File: src/rtl/core_run_ctrl_pkg.sv
`default_nettype none
// ---------------------------------------------------------------------------
// core_run_ctrl_pkg : shared encodings for the core run controller.  Rev 1.0
// ---------------------------------------------------------------------------
package core_run_ctrl_pkg;

  localparam int CNT_W = 32;

  typedef enum logic [1:0] {
    CMD_NOP  = 2'b00,
    CMD_RUN  = 2'b01,
    CMD_HALT = 2'b10,
    CMD_STEP = 2'b11
  } cmd_e;

  typedef enum logic [1:0] {
    ST_HALT = 2'b00,
    ST_RUN  = 2'b01,
    ST_STEP = 2'b10
  } state_e;

  typedef enum logic [1:0] {
    HC_CMD        = 2'b00,
    HC_BREAKPOINT = 2'b01,
    HC_LOOP       = 2'b10,
    HC_STEP_DONE  = 2'b11
  } halt_cause_e;

endpackage
`default_nettype wire

File: src/rtl/wrap_counter.sv
`default_nettype none
// ---------------------------------------------------------------------------
// wrap_counter : free-wrapping up-counter with sync active-low clear.  Rev 1.0
// ---------------------------------------------------------------------------
module wrap_counter #(
  parameter int WIDTH = 32
) (
  input  logic             clk,
  input  logic             clr_n,
  input  logic             en,
  output logic [WIDTH-1:0] count
);

  localparam logic [WIDTH-1:0] C_ONE = {{(WIDTH-1){1'b0}}, 1'b1};

  always_ff @(posedge clk) begin
    if (!clr_n) begin
      count <= '0;
    end else if (en) begin
      count <= count + C_ONE;
    end
  end

endmodule
`default_nettype wire

File: src/rtl/core_run_ctrl.sv
`default_nettype none
// ---------------------------------------------------------------------------
// core_run_ctrl : debug run/halt/step controller with breakpoint and loop
//                 detection plus cycle/retire counters.  Rev 1.0
// ---------------------------------------------------------------------------
module core_run_ctrl
  import core_run_ctrl_pkg::*;
(
  input  logic             CLK,
  input  logic             Reset,
  input  logic             CmdValid,
  output logic             CmdReady,
  input  logic [1:0]       Cmd,
  input  logic             BpEn,
  input  logic [31:0]      BpAddr,
  input  logic [31:0]      PcCurrent,
  output logic             CoreEn,
  output logic [1:0]       State,
  output logic [1:0]       HaltCause,
  output logic [CNT_W-1:0] CycleCnt,
  output logic [CNT_W-1:0] RetireCnt
);

  state_e      state_q;
  halt_cause_e cause_q;
  logic        cmd_ready_q;
  logic [31:0] pc_prev;
  logic        prev_en;
  logic        bp_skip;

  logic        accept;
  cmd_e        cmd;
  logic        cmd_halt;
  logic        bp_hit;
  logic        loop_hit;
  logic        halt_cond;
  logic        core_en;

  assign cmd       = cmd_e'(Cmd);
  assign accept    = CmdValid && cmd_ready_q;
  assign cmd_halt  = accept && (cmd == CMD_HALT);
  assign bp_hit    = BpEn && (PcCurrent == BpAddr) && !bp_skip;
  assign loop_hit  = prev_en && (PcCurrent == pc_prev);
  assign halt_cond = cmd_halt || bp_hit || loop_hit;

  // Reset gates CoreEn immediately, before the state register catches up.
  assign core_en = Reset &&
                   (((state_q == ST_RUN) && !halt_cond) || (state_q == ST_STEP));

  always_ff @(posedge CLK) begin
    if (!Reset) begin
      state_q     <= ST_HALT;
      cause_q     <= HC_CMD;
      cmd_ready_q <= 1'b0;
      pc_prev     <= '0;
      prev_en     <= 1'b0;
      bp_skip     <= 1'b0;
    end else begin
      pc_prev     <= PcCurrent;
      prev_en     <= core_en;
      cmd_ready_q <= 1'b1;
      if (core_en) begin
        bp_skip <= 1'b0;
      end
      case (state_q)
        ST_HALT: begin
          // Skip arms on resume so a breakpointed instruction can execute.
          if (accept && (cmd == CMD_RUN)) begin
            state_q <= ST_RUN;
            bp_skip <= 1'b1;
          end else if (accept && (cmd == CMD_STEP)) begin
            state_q     <= ST_STEP;
            bp_skip     <= 1'b1;
            cmd_ready_q <= 1'b0;
          end
        end
        ST_RUN: begin
          if (halt_cond) begin
            state_q <= ST_HALT;
            if (cmd_halt) begin
              cause_q <= HC_CMD;
            end else if (bp_hit) begin
              cause_q <= HC_BREAKPOINT;
            end else begin
              cause_q <= HC_LOOP;
            end
          end
        end
        ST_STEP: begin
          state_q <= ST_HALT;
          cause_q <= HC_STEP_DONE;
        end
        default: begin
          state_q <= ST_HALT;
        end
      endcase
    end
  end

  assign CmdReady  = cmd_ready_q;
  assign CoreEn    = core_en;
  assign State     = state_q;
  assign HaltCause = cause_q;

  wrap_counter #(.WIDTH(CNT_W)) u_cycle_cnt (
    .clk   (CLK),
    .clr_n (Reset),
    .en    (1'b1),
    .count (CycleCnt)
  );

  wrap_counter #(.WIDTH(CNT_W)) u_retire_cnt (
    .clk   (CLK),
    .clr_n (Reset),
    .en    (core_en),
    .count (RetireCnt)
  );

endmodule
`default_nettype wire

File: config.mk
export PLATFORM = sky130hd
export DESIGN_NAME = core_run_ctrl
export DESIGN_NICKNAME = d
export VERILOG_FILES = /design/src/rtl/core_run_ctrl_pkg.sv /design/src/rtl/wrap_counter.sv /design/src/rtl/core_run_ctrl.sv
export SDC_FILE = /design/constraint.sdc
export NUM_CORES = 1
export LEC_CHECK = 0
export CAP_MARGIN = 10
export CORE_MARGIN = 2
export CORE_UTILIZATION = 45
export CTS_BUF_LIST = sky130_fd_sc_hd__clkbuf_2
export DETAILED_ROUTE_END_ITERATION = 8
export GPL_ROUTABILITY_DRIVEN = 0
export PLACE_DENSITY = 0.9
export SYNTH_ARGS = -nofsm -noshare
export SYNTH_HDL_FRONTEND = slang
export SYNTH_HIERARCHICAL = 1
export SYNTH_SLANG_ARGS = --single-unit
File: constraint.sdc
create_clock -name CLK -period 2.6 [get_ports CLK]
set_input_delay 0.52 -clock CLK [delete_from_list [all_inputs] [get_ports CLK]]
set_output_delay 0.52 -clock CLK [all_outputs]
set_load 0.01 [all_outputs]
; After elaboration in Yosys (flattened, before gate mapping)
; Cells that the tools add are included.
[word_totals]
register_bits = 103
output_inout_bits = 70
word_cells = 52
[classes]
addsub = 2
n_eq_ne = 9
muxes = 15
n_reduce_logical = 18
[op_table]
columns = op, count
row1 = adder 32 x 1 -> 32 bit (second input constant), 2
row2 = == test 32 bit, 2
row3 = 2-to-1 mux 2 bit, 6
row4 = logical AND 1 bit, 9
row5 = one-hot mux 2 bit (2 select lines), 2
row6 = 2-to-1 mux 1 bit, 7
row7 = == test 2 bit (second input constant), 3
row8 = == test 2 x 1 -> 1 bit (second input constant), 2
row9 = AND reduction 2 bit, 2
row10 = logical OR 1 bit, 3
row11 = inequality test 3 bit (second input constant), 1
row12 = zero test 1 bit, 2
row13 = zero test 2 bit, 1
row14 = inequality test 2 bit (second input constant), 1
row15 = nonzero test 2 bit, 1

; Longest topological paths before layout
[logic_depth]
word_depth = 13
ltp_mapped = 13

; Modules after synthesis
; Netlist, hierarchy kept.
[by_module_without_submodules]
columns = mod, n_inst, cells_each, area_per_inst_um2
row1 = wrap_counter, 2, 176, 1562.7
row2 = core_run_ctrl, 1, 208, 1990.7

; Worst setup path before layout
; No wires, ideal clock.
[synth_path]
path_kind = input to register
start = input BpAddr[19]
end = register u_retire_cnt.count[26]
setup_time_ns = 0.135
arrival_ns = 2.852
t_required_ns = 2.465
slack_ns = -0.387
stages = 13
cell_sequence = xor2_1 > nor4_1 > and3_1 > nand4_1 > nand4b_2 > a21boi_0 > buf_2 > and4_1 > buf_2 > nand4_1 > clkbuf_1 > o311ai_0 > o41ai_1
[synth_via]
elab_chain_len = 9
[synth_lines]
columns = item, line
row1 = start: declaration, core_run_ctrl.sv:15  ; input logic [31:0] BpAddr,
row2 = == test 32 bit, core_run_ctrl.sv:42  ; assign bp_hit = BpEn && (PcCurrent == BpAddr) && !bp_skip;
row3 = logical AND 1 bit (2 in a row), core_run_ctrl.sv:42
row4 = logical OR 1 bit (2 in a row), core_run_ctrl.sv:44  ; assign halt_cond = cmd_halt || bp_hit || loop_hit;
row5 = zero test 1 bit, core_run_ctrl.sv:48  ; (((state_q == ST_RUN) && !halt_cond) || (state_q == ST_STEP));
row6 = logical AND 1 bit, core_run_ctrl.sv:48
row7 = logical OR 1 bit, core_run_ctrl.sv:48
row8 = logical AND 1 bit, core_run_ctrl.sv:47  ; assign core_en = Reset &&
row9 = net CoreEn, core_run_ctrl.sv:17  ; output logic CoreEn,
row10 = end signal: assignment, wrap_counter.sv:20  ; count <= count + C_ONE;
row11 = end: declaration, wrap_counter.sv:11  ; output logic [WIDTH-1:0] count
; The timed path passes the listed nets, and every way through them passes these cells.
; A chain may end at the register's enable or synchronous reset.

; Final worst setup path
[layout_path]
start = input PcCurrent[3]
end = register u_retire_cnt.count[31]
[layout_via]
elab_chain_len = 9
word_cells_on_any_way = 11
[layout_lines]
columns = item, line
row1 = start: declaration, core_run_ctrl.sv:16  ; input logic [31:0] PcCurrent,
row2 = == test 32 bit, core_run_ctrl.sv:42
row3 = logical AND 1 bit (2 in a row), core_run_ctrl.sv:42
row4 = logical OR 1 bit, core_run_ctrl.sv:44
row5 = logical OR 1 bit (*), core_run_ctrl.sv:44
row6 = zero test 1 bit (*), core_run_ctrl.sv:48
row7 = logical AND 1 bit (*), core_run_ctrl.sv:48
row8 = logical OR 1 bit (*), core_run_ctrl.sv:48
row9 = logical AND 1 bit (*), core_run_ctrl.sv:47
; Mark *: on every way between the ends. The rest lies on a longest branch, timed or not.

==> results.json <==
{
  "status": "finished with violations",
  "violations": "negative setup slack",
  "slew_headroom_pct": 46.2,
  "p_total_mw": 2.86,
  "critical_path_class": "in2reg",
  "max_stage_delay_ns": 0.61,
  "place_worst_setup_slack_ns": -1.10,
  "power_density_nw_per_um2": 388,
  "path_buf_inv": 4,
  "cts_tree": "built",
  "final-instance-count-excl-fill": 880,
  "ys_seq_elements": 103,
  "drt-initial-drc-count": 435,
  "post-route-min-period_ns": 2.89,
  "ioPinCount": 140,
  "critical_path.cell_chain": "clkdlybuf4s50_1, xor2_2, nor4_1, and3_1, nand4_1, nand4b_4, a21boi_4, buf_4, and4_4, buf_4, nand4_1, buf_6, nor4_4, mux2i_1",
  "synth_area_leaders": "dfxtp_1, xor2_1, xnor2_1",
  "clk_pin_slew_ns": 0.25,
  "placed_cells": 854,
  "vias": 5118,
  "synth_ff_type": "dfxtp_1",
  "skew_ns": 0.0724,
  "cts_buffer_depth": 2,
  "drt-total-wl_um": 16700,
  "power_switching_share_pct": 27.1,
  "die_y_um": 111,
  "grt_start_max_net_pins": 86,
  "grt_pass1_wl_um": 24900,
  "start_util_pct": 46.6,
  "grt_pass1_vias": 4959,
  "fin_nets": 807,
  "p_int_mw": 2.09,
  "drive_above_1_share_pct": 18.5,
  "drv_slew": 0,
  "cts_hold_buf": 0,
  "synth-seq-area-share_pct": 40.3,
  "htree_levels": 3,
  "core-area_um2": 11000,
  "met2_usage_pct": 43.0,
  "diodes": 0,
  "finalSetupTns_ns": -3.88,
  "hold_viol_final": 0,
  "syn_area_per_cell_um2": 9.14,
  "worst_pin_slew_ns": 0.807,
  "synth_edf_count": 0,
  "antenna_found_initial": 0,
  "synth_common_cells": "dfxtp_1, xor2_1, xnor2_1, and2_1, nor2_1",
  "use_met1_pct": 28.2,
  "synth_cell_types": 50,
  "synth_area_um2": 5120,
  "p_clk_share_pct": 26.1,
  "required_ns": 3.11,
  "rsz0062_at_grt": "yes",
  "grt_overflow": 0,
  "synth_nets": 632,
  "final.setup.worst_slack_ns": -0.289,
  "grt.busiest_layer": "met2",
  "syn_to_final_growth_pct": 44.3,
  "cp.arrival_ns": 3.40,
  "critPathTopFamily": "simple AND/OR/NAND/NOR gates",
  "cts.sinks": 103,
  "cts_root_buffer": "clkbuf_2",
  "cts_made_buffers": 9,
  "use_met3_pct": 8.62,
  "yosys_warnings": 6,
  "wl_per_cell_um": 19.0,
  "yosysMostFrequentCell": "dfxtp_1",
  "dr.pass1.iters": 6,
  "cellLeakagePower_nw": 2.66,
  "clock_latency_ns": 0.63,
  "synthCells": 560,
  "viasPerCell": 5.82,
  "critPathSlowestCell": "clkdlybuf4s50_1",
  "synth_top_area_cell": "dfxtp_1",
  "worst_hold_slack_ns": 0.250,
  "async_flop_share_pct": 0,
  "drc": 0,
  "fp.dieArea_um2": 12200,
  "fmax_mhz": 346,
  "antenna_left": 0,
  "numPortBuffers": 139,
  "finalCritPeriodShare_pct": 111,
  "min_path_type": "in2reg",
  "maxCapViolCount": 0,
  "fp.dieW_um": 111,
  "crit_path_start_kind": "input port",
  "synth_top_area_share_pct": 40.3,
  "dp_hpwl_um": 10900,
  "worst-path-max-fanout": 8,
  "p_sw_uw": 775,
  "combPwrFrac_pct": 16.5,
  "setup_viol": 23,
  "peakVddDrop_mv": 0.329,
  "end_kind": "flop",
  "p_seq_share_pct": 57.4,
  "grt_usage_pct": 25.0,
  "num_rows": 38
}
==> worst register-to-register path, stage by stage (launching register included) <==
cell       delay [ns]
dfxtp_2          0.41
inv_2            0.05
o221ai_2         0.25
a2111oi_4        0.06
buf_4            0.16
nand4_1          0.08
buf_4            0.14
nand4b_4         0.11
a21boi_4         0.20
buf_4            0.17
and4_4           0.25
buf_4            0.15
nand4_1          0.13
buf_6            0.19
nor4_4           0.22
mux2i_1          0.20
==> sequential cells by signal, indices dropped and copies added, names as in the netlist <==
| register | count |
|---|---|
| CmdReady | 1 |
| State | 2 |
| bp_skip | 1 |
| pc_prev | 32 |
| prev_en | 1 |
| u_cycle_cnt/count | 32 |
| HaltCause | 2 |
| u_retire_cnt/count | 32 |
==> path summary, 6_finish.rpt <==
check / cells past startpoint / slack, ns / to / startpoint
setup / recovery: 14 / -0.29 / u_retire_cnt/count[31] / PcCurrent[3]
hold reg to reg: 2 / 0.49 / u_cycle_cnt/count[31] / u_cycle_cnt/count[31]
setup reg to reg: 15 / -0.28 / u_retire_cnt/count[31] / pc_prev[21]
hold / removal: 2 / 0.25 / pc_prev[15] / PcCurrent[15]
==> per-stage QoR <==
step	cell area (um^2)	utilization, %
finish	7380	67.2
global route	7380	67.2
CTS	7230	65.9
detailed placement	6930	63.1
global placement	6930	63.1
floorplan	5220	-
==> layout make-up <==
class                      count  area, um^2
inverter                      13        48.8
fill                         781        3600
sequential                   103        2070
clock buffer                  11        55.1
multi-input combinational    417        3220
timing repair buffer         191        1760
clock inverter                 5        48.8
tap                          140         175
==> per-layer routing <==
layer | routed length (um) | part of all wire, %
met1 | 6460 | 39
met2 | 8130 | 49
met3 | 1400 | 8.3
met4 | 762 | 4.6
met5 | 0 | 0
==> layout by cell type, fill, tap and decap left out, drive strengths merged, types with 16 or more instances in the layout <==
master	netlist	layout
clkdlybuf4s50	0	110
dfxtp	103	103
buf	8	54
xor2	49	49
xnor2	40	40
and2	34	34
nor2	33	33
nand4	32	32
nand2	31	31
dlygate4sd2	0	25
nand2b	22	22
nand3	19	20
o311ai	17	17
a21oi	16	16
o41ai	16	16
==> power groups by stage <==
stage / registers, mW / logic [mW] / clock network [mW]
floorplan: 1.67 / 0.174 / 0
global placement: 1.67 / 0.412 / 0
detailed placement: 1.67 / 0.425 / 0
CTS: 1.64 / 0.441 / 0.765
global route: 1.65 / 0.496 / 0.831
finish: 1.64 / 0.472 / 0.747
==> cells by family (layout without fill, tap and decap cells) <==
logic type | after synthesis | in the layout | synth area share (%)
xor gates and xnor gates | 89 | 89 | 15.2
adders and majority gates | 2 | 2 | 0.489
and+or+nand+nor | 242 | 243 | 27.4
AOI/OAI and AO/OA | 74 | 74 | 11.1
buffers and inverters | 41 | 220 | 3.84
DFF | 103 | 103 | 40.3
muxes | 8 | 8 | 1.57
other | 1 | 1 | 0.0733
==> timing repair <==
item,CTS,global route
cloned,0,1
buffers inserted,4,6
pin swaps,17,9
resized for setup,68,21
setup endpoints to repair,24,23
No activity file was read; power rests on OpenSTA's default activity.
